`src/rtl/controle_multiciclo_pkg.sv`:
```
// Shared definitions for the multicycle control unit: opcodes, ALU op codes,
// FSM state encoding and instruction field positions.
package controle_multiciclo_pkg;

  localparam logic [3:0] OP_ADD  = 4'h0;
  localparam logic [3:0] OP_ADDI = 4'h1;
  localparam logic [3:0] OP_SUB  = 4'h2;
  localparam logic [3:0] OP_AND  = 4'h3;
  localparam logic [3:0] OP_ANDI = 4'h4;
  localparam logic [3:0] OP_OR   = 4'h5;
  localparam logic [3:0] OP_ORI  = 4'h6;
  localparam logic [3:0] OP_BEQ  = 4'h7;
  localparam logic [3:0] OP_JMP  = 4'h8;
  localparam logic [3:0] OP_HALT = 4'hF;

  localparam logic [1:0] ALU_ADD = 2'b00;
  localparam logic [1:0] ALU_SUB = 2'b01;
  localparam logic [1:0] ALU_AND = 2'b10;
  localparam logic [1:0] ALU_OR  = 2'b11;

  typedef logic [2:0] state_t;
  localparam state_t S_FETCH  = 3'd0;
  localparam state_t S_DECODE = 3'd1;
  localparam state_t S_EXEC   = 3'd2;
  localparam state_t S_WB     = 3'd3;
  localparam state_t S_HALT   = 3'd4;

  localparam int unsigned OPC_HI = 15;
  localparam int unsigned OPC_LO = 12;
  localparam int unsigned RD_HI  = 11;
  localparam int unsigned RD_LO  = 10;
  localparam int unsigned RS_HI  = 9;
  localparam int unsigned RS_LO  = 8;
  localparam int unsigned IMM_HI = 7;
  localparam int unsigned IMM_LO = 0;

  // R-type instructions take their second register operand from imm[1:0].
  function automatic logic is_rtype(input logic [3:0] op);
    return (op == OP_ADD) || (op == OP_SUB) || (op == OP_AND) || (op == OP_OR);
  endfunction

endpackage

```
`src/rtl/controle_multiciclo_decod.sv`:
```
// Purely combinational opcode decoder: ALU operation, operand source and
// instruction-class flags for the control FSM.
module decodificador_instr
  import controle_multiciclo_pkg::*;
(
  input  logic [3:0] opcode,
  output logic [1:0] alu_op,
  output logic       alu_src_imm,
  output logic       writes_reg,
  output logic       is_branch,
  output logic       is_jump,
  output logic       is_halt,
  output logic       is_illegal
);

  always_comb begin
    // NOTE: every output gets a default before the case, so no path can infer a latch.
    alu_op      = ALU_ADD;
    alu_src_imm = 1'b0;
    writes_reg  = 1'b0;
    is_branch   = 1'b0;
    is_jump     = 1'b0;
    is_halt     = 1'b0;
    is_illegal  = 1'b0;
    case (opcode)
      OP_ADD:  begin alu_op = ALU_ADD; writes_reg = 1'b1; end
      OP_ADDI: begin alu_op = ALU_ADD; alu_src_imm = 1'b1; writes_reg = 1'b1; end
      OP_SUB:  begin alu_op = ALU_SUB; writes_reg = 1'b1; end
      OP_AND:  begin alu_op = ALU_AND; writes_reg = 1'b1; end
      OP_ANDI: begin alu_op = ALU_AND; alu_src_imm = 1'b1; writes_reg = 1'b1; end
      OP_OR:   begin alu_op = ALU_OR;  writes_reg = 1'b1; end
      OP_ORI:  begin alu_op = ALU_OR;  alu_src_imm = 1'b1; writes_reg = 1'b1; end
      OP_BEQ:  begin alu_op = ALU_SUB; is_branch = 1'b1; end
      OP_JMP:  is_jump = 1'b1;
      OP_HALT: is_halt = 1'b1;
      default: is_illegal = 1'b1;
    endcase
  end

endmodule

```
`src/rtl/controle_multiciclo.sv`:
```
// Multicycle control unit: FETCH/DECODE/EXEC/WB sequencing, PC update and ALU
// control. Define ILLEGAL_TRAP_EN to trap illegal opcodes into HALT.
module controle_multiciclo
  import controle_multiciclo_pkg::*;
(
  input  logic        clk,
  input  logic        rst_n,
  output logic        instr_req,
  input  logic        instr_valid,
  input  logic [15:0] instr,
  output logic [7:0]  pc,
  output logic [1:0]  alu_op,
  output logic        alu_src_imm,
  input  logic        zero,
  output logic [1:0]  rs_sel,
  output logic [1:0]  rt_sel,
  output logic [1:0]  rd_sel,
  output logic [7:0]  imm,
  output logic        reg_write,
  output logic        halted,
  output logic        illegal
);

  state_t      state;
  logic [15:0] ir;
  logic [3:0]  opcode;
  logic [7:0]  ir_imm;
  logic [1:0]  dec_alu_op;
  logic        dec_src_imm, dec_writes_reg, dec_branch, dec_jump, dec_halt, dec_illegal;

  assign opcode = ir[OPC_HI:OPC_LO];
  assign ir_imm = ir[IMM_HI:IMM_LO];

  decodificador_instr u_decod (
    .opcode      (opcode),
    .alu_op      (dec_alu_op),
    .alu_src_imm (dec_src_imm),
    .writes_reg  (dec_writes_reg),
    .is_branch   (dec_branch),
    .is_jump     (dec_jump),
    .is_halt     (dec_halt),
    .is_illegal  (dec_illegal)
  );

  // NOTE: IR is a plain data register; every output that reads it is masked in
  // FETCH/HALT, so it carries no reset.
  always_ff @(posedge clk) begin
    if (state == S_FETCH && instr_valid) ir <= instr;
  end

  always_ff @(posedge clk) begin
    // NOTE: sequential state uses non-blocking assignments so all flops see pre-edge values.
    if (!rst_n) begin
      state <= S_FETCH;
      pc    <= '0;
    end else begin
      case (state)
        S_FETCH: if (instr_valid) state <= S_DECODE;
        S_DECODE: begin
          if (dec_jump) begin
            pc    <= ir_imm;
            state <= S_FETCH;
          end else if (dec_halt) begin
            state <= S_HALT;
          end else if (dec_illegal) begin
`ifdef ILLEGAL_TRAP_EN
            state <= S_HALT;
`else
            pc    <= pc + 8'd1;
            state <= S_FETCH;
`endif
          end else begin
            state <= S_EXEC;
          end
        end
        S_EXEC: begin
          if (dec_branch) begin
            // Branch offset is relative to the following instruction.
            pc    <= zero ? (pc + 8'd1 + ir_imm) : (pc + 8'd1);
            state <= S_FETCH;
          end else begin
            state <= S_WB;
          end
        end
        S_WB: begin
          pc    <= pc + 8'd1;
          state <= S_FETCH;
        end
        S_HALT:  state <= S_HALT;
        default: state <= S_FETCH;
      endcase
    end
  end

`ifdef ILLEGAL_TRAP_EN
  logic illegal_q;
  always_ff @(posedge clk) begin
    if (!rst_n)                                  illegal_q <= 1'b0;
    else if (state == S_DECODE && dec_illegal)   illegal_q <= 1'b1;
  end
  assign illegal = illegal_q;
`else
  assign illegal = 1'b0;
`endif

  always_comb begin
    instr_req   = (state == S_FETCH);
    halted      = (state == S_HALT);
    alu_op      = ALU_ADD;
    alu_src_imm = 1'b0;
    rs_sel      = '0;
    rt_sel      = '0;
    rd_sel      = '0;
    imm         = '0;
    if (state == S_DECODE || state == S_EXEC || state == S_WB) begin
      rs_sel = ir[RS_HI:RS_LO];
      rd_sel = ir[RD_HI:RD_LO];
      imm    = ir_imm;
      if (is_rtype(opcode))  rt_sel = ir_imm[1:0];
      else if (dec_branch)   rt_sel = ir[RD_HI:RD_LO];
    end
    // ALU controls stay stable from EXEC through WB while the result is written.
    if (state == S_EXEC || state == S_WB) begin
      alu_op      = dec_alu_op;
      alu_src_imm = dec_src_imm;
    end
    reg_write = (state == S_WB) && dec_writes_reg;
  end

endmodule

```
`config.mk`:
```
export PLATFORM = sky130hd
export DESIGN_NAME = controle_multiciclo
export DESIGN_NICKNAME = d
export VERILOG_FILES = /design/src/rtl/controle_multiciclo_pkg.sv /design/src/rtl/controle_multiciclo_decod.sv /design/src/rtl/controle_multiciclo.sv
export SDC_FILE = /design/constraint.sdc
export NUM_CORES = 1
export LEC_CHECK = 0
export ABC_AREA = 1
export CAP_MARGIN = 10
export CORE_UTILIZATION = 29
export CTS_BUF_LIST = sky130_fd_sc_hd__clkbuf_8 sky130_fd_sc_hd__clkbuf_16
export DETAILED_ROUTE_END_ITERATION = 7
export PLACE_DENSITY = 0.54
export SETUP_SLACK_MARGIN = 0.05
export SLEW_MARGIN = 15
export SYNTH_ARGS = -nofsm -noshare
export SYNTH_HDL_FRONTEND = slang
export SYNTH_SLANG_ARGS = --single-unit
```
`constraint.sdc`:
```
create_clock -name clk -period 6.2 [get_ports clk]
set_input_delay 1.24 -clock clk [delete_from_list [all_inputs] [get_ports clk]]
set_output_delay 1.24 -clock clk [all_outputs]
set_load 0.01 [all_outputs]
```
==> results.md <==
- Most common cell in the synthesized netlist: nand2_1
- Total gr overflow: 0
- Via density per instance: 4.461
- Effective utilization at floorplan: 0.2998
- Routed wire length: 5.079 mm
- Ys Warns: 0
- Number of DRC markers in iteration 0: 125
- Top routing layer in use: met4
- GPL Wtd Cong: 0.8139
- Total power: 0.5766 mW
- Placement Setup Slack: 3229 ps
- Largest family of logic cells by synthesized area: simple AND/OR/NAND/NOR gates
- MaxCap Viol Count: 0
- Status: completed
- Synth cell types: 39
- Achievable clock frequency: 303.5 MHz
- Maximum root-to-sink buffer count: 2
- Post-synthesis sequential area ratio: 0.3440
- Worst path most repeated cell: inv_2
- Syn avg cell area: 7.024 um^2
- Critical Path RT: 4960 ps
- Top_reg_cell synth: edfxtp_1
- Endpoints failing setup: 0
- Setup Total Neg Slack: 0 ps
- Minimum hold slack: 539.1 ps
- Yosys reg bits: 27
- Clock root cell: clkbuf_8
- Adder-cell area share of the yosys netlist: 0.06511
- Global-route wire length before repair: 8.707 mm
- Tmin final: 3295 ps
- Leakage: 1.149 nW
- Area contributors post-synth: edfxtp_1 24%, nand2_1 13%, dfxtp_1 11%
- Post-synth top area share: 0.2359
- Worst-path clk slew: 100 ps
- CTS tree: yes
- Total GRT Usage: 0.1503
- Post-synth top area cell: edfxtp_1
- VDD IR-drop max: 0.1060 mV
- Critical path class: reg -> out
- Cell area after synthesis: 2037 um^2
- PD cells: 217.9 nW/um^2
- Wire per inst: 11.76 um
- Clock Latency Late Sink: 280 ps
- IO buf count: 47
- Worst-path maximum fanout: 13
- Synth Instances: 290
- # diodes: 0
- DR WL met3: 181 um
- HP Class: reg -> reg
- Mapped Nets: 320
- M1 WL: 2.636 mm
- Slew Limit Fails: 0
- Clock Skews: 9.326 ps
- TritonRoute pass-1 iters: 4
- Initial antenna violation count: 0
- Commonest cells in the netlist: 70 x nand2_1, 44 x inv_1, 33 x nor2_1, 19 x nand3_1
- Vias: 1,927
- CP arrival: 2060 ps
- Multiplexer area fraction after synthesis: 0
- Compound-cell area share of the yosys netlist: 0.1431
- Post-CTS resize count: 0
- Die Span Y: 85.81 um
- RSZ-0062 raised after global routing: false
- Nets: 367
- HPWL after DPL: 4.103 mm
- Post-synth EDFFs: 16
- CP Cell Sequence: inv_2 -> a21oi_2 -> inv_2 -> nor2_1 -> a22o_1 -> clkdlybuf4s50_1
- CP max stage delay: 560 ps
- Area Overhead vs Synth: 29.91%
- Fin. Hold Viols: 0
- Vias in the first global route: 1,800
- Core area: 6794 um^2
- Die area: 7363 um^2
- H-tree Lvls: 1
- Critical Path Sink Type: output pin
- Critical-path top delay cell: dfxtp_1
- Final setup margin: 2905 ps
- Largest net degree at the start of global routing: 17
- Period utilization: 0.5315
- Post-Synth Simple-Gate Area: 0.3231
- Antenna-violating nets left: 0
- Io pins: 49
- # fillers: 748
- Synth Area in XOR/XNOR: 0.004300
- Die Wd: 85.81 um
- Async S/R FF share, synth: 0
- Met2 wire length: 2.234 mm
- Num CTS Buffers: 3
- Rows: 30
- Critical Path Start Type: register
- Post-CTS Hold Buffers: 0
- Post-CTS Setup Repair Bufs: 0
- Fraction of layout cells with a size suffix above 1: 0.09226
- Clock sink count: 27
- DRC violations left: 0
per-layer routing:
metal  vias up  GRT usage
li1       1028          -
met1       849     0.2180
met2        48     0.2371
met3         2    0.02791
met4         0    0.02273
met5         -          0
report_power, final:
group,switching [mW],internal [mW]
clock network,0.0570,0.0456
logic,0.138,0.103
registers,0.0219,0.212
sequential cells by signal (all words and copies together) (netlist names):
register  count
pc            8
ir           16
state         3
per-stage QoR:
stage	cells	utilization	area, um^2
floorplan	290	-	2037
global route	432	0.3895	2646
CTS	432	0.3895	2646
detailed placement	428	0.3823	2597
finish	432	0.3895	2646
global placement	428	0.3823	2597
layout make-up:
class | count | area, um^2 | share of cell area
well taps | 96 | 120.1 | 0.04539
clock inverters | 1 | 7.507 | 0.002837
multi-input cells | 204 | 1095 | 0.4137
clock buffers | 3 | 41.29 | 0.01560
repair buffers | 48 | 478.0 | 0.1806
flip-flops and latches | 27 | 700.7 | 0.2648
inverters | 53 | 203.9 | 0.07707
final timing paths:
check	startpoint	end	slack, ps	cells past startpoint
worst max-delay path	state[0]$_SDFFE_PN0P_	rt_sel[1]	2900	6
worst min-delay path	pc[6]$_SDFFE_PN0P_	pc[6]$_SDFFE_PN0P_	540	2
worst max register to register	pc[0]$_SDFFE_PN0P_	pc[7]$_SDFFE_PN0P_	3730	11
worst min register to register	pc[6]$_SDFFE_PN0P_	pc[6]$_SDFFE_PN0P_	540	2
kinds of logic after synthesis:
family                     count (synthesis)
adders and majority gates                 10
other                                      1
and+or+nand+nor                          145
DFF                                       27
buffers and inverters                     59
AOI/OAI and AO/OA                         47
xor gates and xnor gates                   1
placed cells by master, fill, tap and decap left out, types with 2 or more instances in the layout:
cell type,count
nor2_4,2
a22o_1,2
o21ai_1,5
nor4_1,2
nand2_4,2
or2_2,2
nand2_2,2
nand4_1,3
nand3b_1,3
nand3_1,19
o21ai_0,9
inv_1,44
clkbuf_8,3
a21oi_2,4
ha_1,9
a31oi_1,2
nand2_1,70
o21bai_1,2
a22oi_1,3
dfxtp_1,11
nor2_2,3
a21oi_1,16
clkdlybuf4s50_1,47
nor2_1,33
inv_2,7
edfxtp_1,16
worst max-delay path: cells and delay by family (launching register included):
kind / cells / cell delay (ps)
flops: 1 / 560
compound gates: 2 / 300
buf+inv: 3 / 760
simple gates: 1 / 160
(Power assumes the default switching activity.)
